`src/rtl/standard_7448.sv`:
```
// rtl/standard_7448.sv - registered BCD-to-seven-segment decoder with LT/RBI/BI controls
// Define STANDARD_7448_HEX_EN to replace the 7448 glyphs for codes 10-15 (and 6/9) with hex glyphs.
module standard_7448 (
  input  logic       clk,
  input  logic       rst_n,
  input  logic [3:0] data,
  input  logic       LT,
  input  logic       RBI,
  input  logic       BI,
  output logic [6:0] display,
  output logic       RBO
);

  logic [6:0] glyph;
  logic [6:0] display_d, display_q;
  logic       rbo_d, rbo_q;

  // Segment order is abcdefg, a in bit 6.
  always_comb begin
    glyph = 7'b0000000;
    case (data)
      4'd0:  glyph = 7'b1111110;
      4'd1:  glyph = 7'b0110000;
      4'd2:  glyph = 7'b1101101;
      4'd3:  glyph = 7'b1111001;
      4'd4:  glyph = 7'b0110011;
      4'd5:  glyph = 7'b1011011;
      4'd7:  glyph = 7'b1110000;
      4'd8:  glyph = 7'b1111111;
`ifdef STANDARD_7448_HEX_EN
      4'd6:  glyph = 7'b1011111;
      4'd9:  glyph = 7'b1111011;
      4'd10: glyph = 7'b1110111;
      4'd11: glyph = 7'b0011111;
      4'd12: glyph = 7'b1001110;
      4'd13: glyph = 7'b0111101;
      4'd14: glyph = 7'b1001111;
      4'd15: glyph = 7'b1000111;
`else
      4'd6:  glyph = 7'b0011111;
      4'd9:  glyph = 7'b1110011;
      4'd10: glyph = 7'b0001101;
      4'd11: glyph = 7'b0011001;
      4'd12: glyph = 7'b0100011;
      4'd13: glyph = 7'b1001011;
      4'd14: glyph = 7'b0001111;
      4'd15: glyph = 7'b0000000;
`endif
      default: glyph = 7'b0000000;
    endcase
  end

  // BI beats LT beats ripple blanking beats the decoded digit.
  always_comb begin
    display_d = glyph;
    rbo_d     = 1'b0;
    if (BI) begin
      display_d = 7'b0000000;
    end else if (LT) begin
      display_d = 7'b1111111;
    end else if (RBI && (data == 4'd0)) begin
      display_d = 7'b0000000;
      rbo_d     = 1'b1;
    end
  end

  always_ff @(posedge clk or negedge rst_n) begin
    if (!rst_n) begin
      display_q <= 7'b0000000;
      rbo_q     <= 1'b0;
    end else begin
      display_q <= display_d;
      rbo_q     <= rbo_d;
    end
  end

  assign display = display_q;
  assign RBO     = rbo_q;

endmodule

```
`config.mk`:
```
export PLATFORM = sky130hd
export DESIGN_NAME = standard_7448
export DESIGN_NICKNAME = d
export VERILOG_FILES = /design/src/rtl/standard_7448.sv
export SDC_FILE = /design/constraint.sdc
export NUM_CORES = 1
export LEC_CHECK = 0
export BUFFER_PORTS_ARGS = -buffer_cell sky130_fd_sc_hd__clkbuf_2
export CELL_PAD_IN_SITES_DETAIL_PLACEMENT = 1
export CELL_PAD_IN_SITES_GLOBAL_PLACEMENT = 1
export CORE_UTILIZATION = 25
export CTS_CLUSTER_SIZE = 16
export DETAILED_ROUTE_END_ITERATION = 12
export GPL_TIMING_DRIVEN = 0
export PLACE_DENSITY = 0.58
export SLEW_MARGIN = 5
export SYNTH_ARGS = -nofsm -noshare
export SYNTH_HDL_FRONTEND = slang
export SYNTH_SLANG_ARGS = --single-unit
```
`constraint.sdc`:
```
create_clock -name clk -period 1.3 [get_ports clk]
set_clock_uncertainty 0.05 [all_clocks]
set_input_delay 0.26 -clock clk [delete_from_list [all_inputs] [get_ports clk]]
set_output_delay 0.26 -clock clk [all_outputs]
set_load 0.03 [all_outputs]
```
==> metrics.csv <==
metric,value,unit
Slew HR,82.67,%
largest net degree at the start of global routing,11,
Final Hold Fails,0,
I/O Buffers,14,
post-synthesis mux area share,4.030,%
initial antenna violation count,0,
htree depth,1,
Core Rows,15,
"Design Area, Final",639.4,sq um
Cells after DPL,88,
Post-route DRC,0,
DP HPWL,808.8,um
RSZ-0062 raised after global routing,false,
fin crit period,1166,ps
DIE AREA,2169,sq um
"Avg Cell Area, Syn",10.14,sq um
GRT Total Usage,10.43,%
final setup fails,0,
Starting Density,27.57,%
Final Power,0.5944,mW
fin nets,84,
"flops & latches, synth",8,
chip height,46.58,um
Worst EP arrival,1240,ps
Cell variety after synth,20,
grt total ovfl,0,
Synth Instances,49,
Post-Synth Simple-Gate Area,14.86,%
total CTS buffers,3,
largest family of logic cells by synthesized area,compound AO/OA/AOI/OAI gates,
total core area,1802,sq um
WL per Instance,10.54,um
Max VDD drop,0.2338,mV
Synth warnings,0,
FMAX,857.5,MHz
vias per cell,4.348,
IO Pins,17,
WP buf/inv,2,
syn nets,64,
Non-Filler Instances,92,
Crit Path Class,in2reg,
Setup crit end kind,register,
crit path cell chain,clkbuf_2 -> inv_1 -> ha_2 -> nand2b_1 -> a311oi_2 -> nor2_1,
Vias,400,
crit start category,input port,
Final ANT Viol Nets,0,
placed instance area,598.1,sq um
n_diodes,0,
Worst-path clk slew,50,ps
Top delay family on crit path,adder cells,
Worst-Margin Slew,260.0,ps
crit-path max cell delay,340,ps
period utilization,89.71,%
final wirelength,970,um
Iteration-0 DRC Markers,0,
Synth Area in XOR/XNOR,0,%
Routability Congestion,0.7461,
Mapped Area,496.7,sq um
Syn-to-layout area delta,28.72,%
fraction of layout instances using a drive strength above 1,35.82,%
Die Span X,46.58,um
"Slowest-stage cell, CP",ha_2,
Pre-antenna DRT Iters,1,
Critical Path RT,1370,ps
"commonest non-fill, non-tap cells in the layout","clkbuf_2, dfrtp_1, nor2_1",
min-delay worst type,in2reg,
post-synthesis compound-gate area fraction,20.15,%
Max clock buf depth,2,
"commonest non-fill, non-tap cell in the layout",clkbuf_2,
Post-Route Utilization,35.49,%
Leakage,0.3174,nW
Post-Synth Adder-Cell Area,15.11,%
maxcap violations,0,
status,finished clean,
vias in the first global route,378,
TritonCTS clock tree,done,
Pwr Density,929.7,nW/um^2
sequential area share after synthesis,40.30,%
first-pass GRT wire length,1531,um
crit-path max FO,7,
clk root buf,clkbuf_4,
Slew Limit Fails,0,
clock sink total,8,
==> layout make-up <==
cell class / instances / area [sq um]
multi-input cells: 35 / 277.8
clock buffers: 3 / 22.52
well taps: 25 / 31.28
repair buffers: 15 / 80.08
inverters: 4 / 15.01
plain buffers: 2 / 12.51
flip-flops and latches: 8 / 200.2
fillers: 231 / 1162
==> per-layer routing <==
metal / wire, um / up-vias / track usage [%]
met5: 0 / - / 0
met2: 471 / 13 / 18.06
met3: 40 / 2 / 1.176
met4: 12 / 0 / 8.824
li1: - / 206 / -
met1: 446 / 179 / 11.03
==> worst paths after layout <==
path                         start              endpoint  slack, ps  cells past startpoint
max                        data[1]  display[5]$_DFF_PN0_        130                      6
min                             BI  display[2]$_DFF_PN0_        210                      2
max in group asynchronous    rst_n  display[5]$_DFF_PN0_        680                      2
min in group asynchronous    rst_n  display[0]$_DFF_PN0_        360                      2
==> registers in the layout (all words and copies together), names as in the netlist <==
signal and flops:
RBO 1, display 7
==> power by group <==
group / internal [mW] / switching (mW) / total (mW)
Combinational: 0.0544 / 0.101 / 0.155
Sequential: 0.266 / 0.00351 / 0.269
Clock: 0.104 / 0.0657 / 0.170
==> cells in the mapped netlist (all sizes together) <==
cell | instances | area (sq um)
nor2b | 1 | 6.260
a221oi | 3 | 32.53
nor2 | 7 | 26.28
dfrtp | 8 | 200.2
a31o | 1 | 17.52
a211oi | 1 | 7.510
buf | 2 | 12.51
a311oi | 1 | 8.760
nand2 | 3 | 11.26
nand2b | 2 | 12.51
inv | 4 | 15.01
o221ai | 1 | 8.760
nor3b | 1 | 7.510
o21ai | 2 | 10.01
nor3 | 1 | 10.01
a21oi | 3 | 15.01
mux2i | 2 | 20.02
ha | 6 | 75.07
==> metrics by stage <==
stage | hold slack, ps | setup WS (ps) | setup TNS (ps)
finish | 210.1 | 133.8 | 0
global route | 208.0 | 27.98 | 0
CTS | 204.1 | 80.28 | 0
detailed placement | 54.61 | -180.1 | -644.6
global placement | 54.01 | -168.8 | -637.3
floorplan | -85.59 | 151.7 | 0
==> what timing repair did <==
action                                  4_1_cts  5_1_grt
endpoints found under the setup margin        0        2
gates resized for setup                       0        2
hold buffers                                  1        0
buffers inserted                              0        0
endpoints found under the hold margin         8        0
==> kinds of logic (layout without fill, tap and decap cells) <==
| group | Yosys count | after routing |
|---|---|---|
| multiplexers | 2 | 2 |
| adder cells (fa/ha/maj) | 6 | 6 |
| flip-flops | 8 | 8 |
| AND/OR/NAND/NOR | 15 | 15 |
| AO/OA/AOI/OAI | 12 | 12 |
| buffers and inverters | 6 | 24 |
Note: power is estimated with default switching activity, not from simulation.
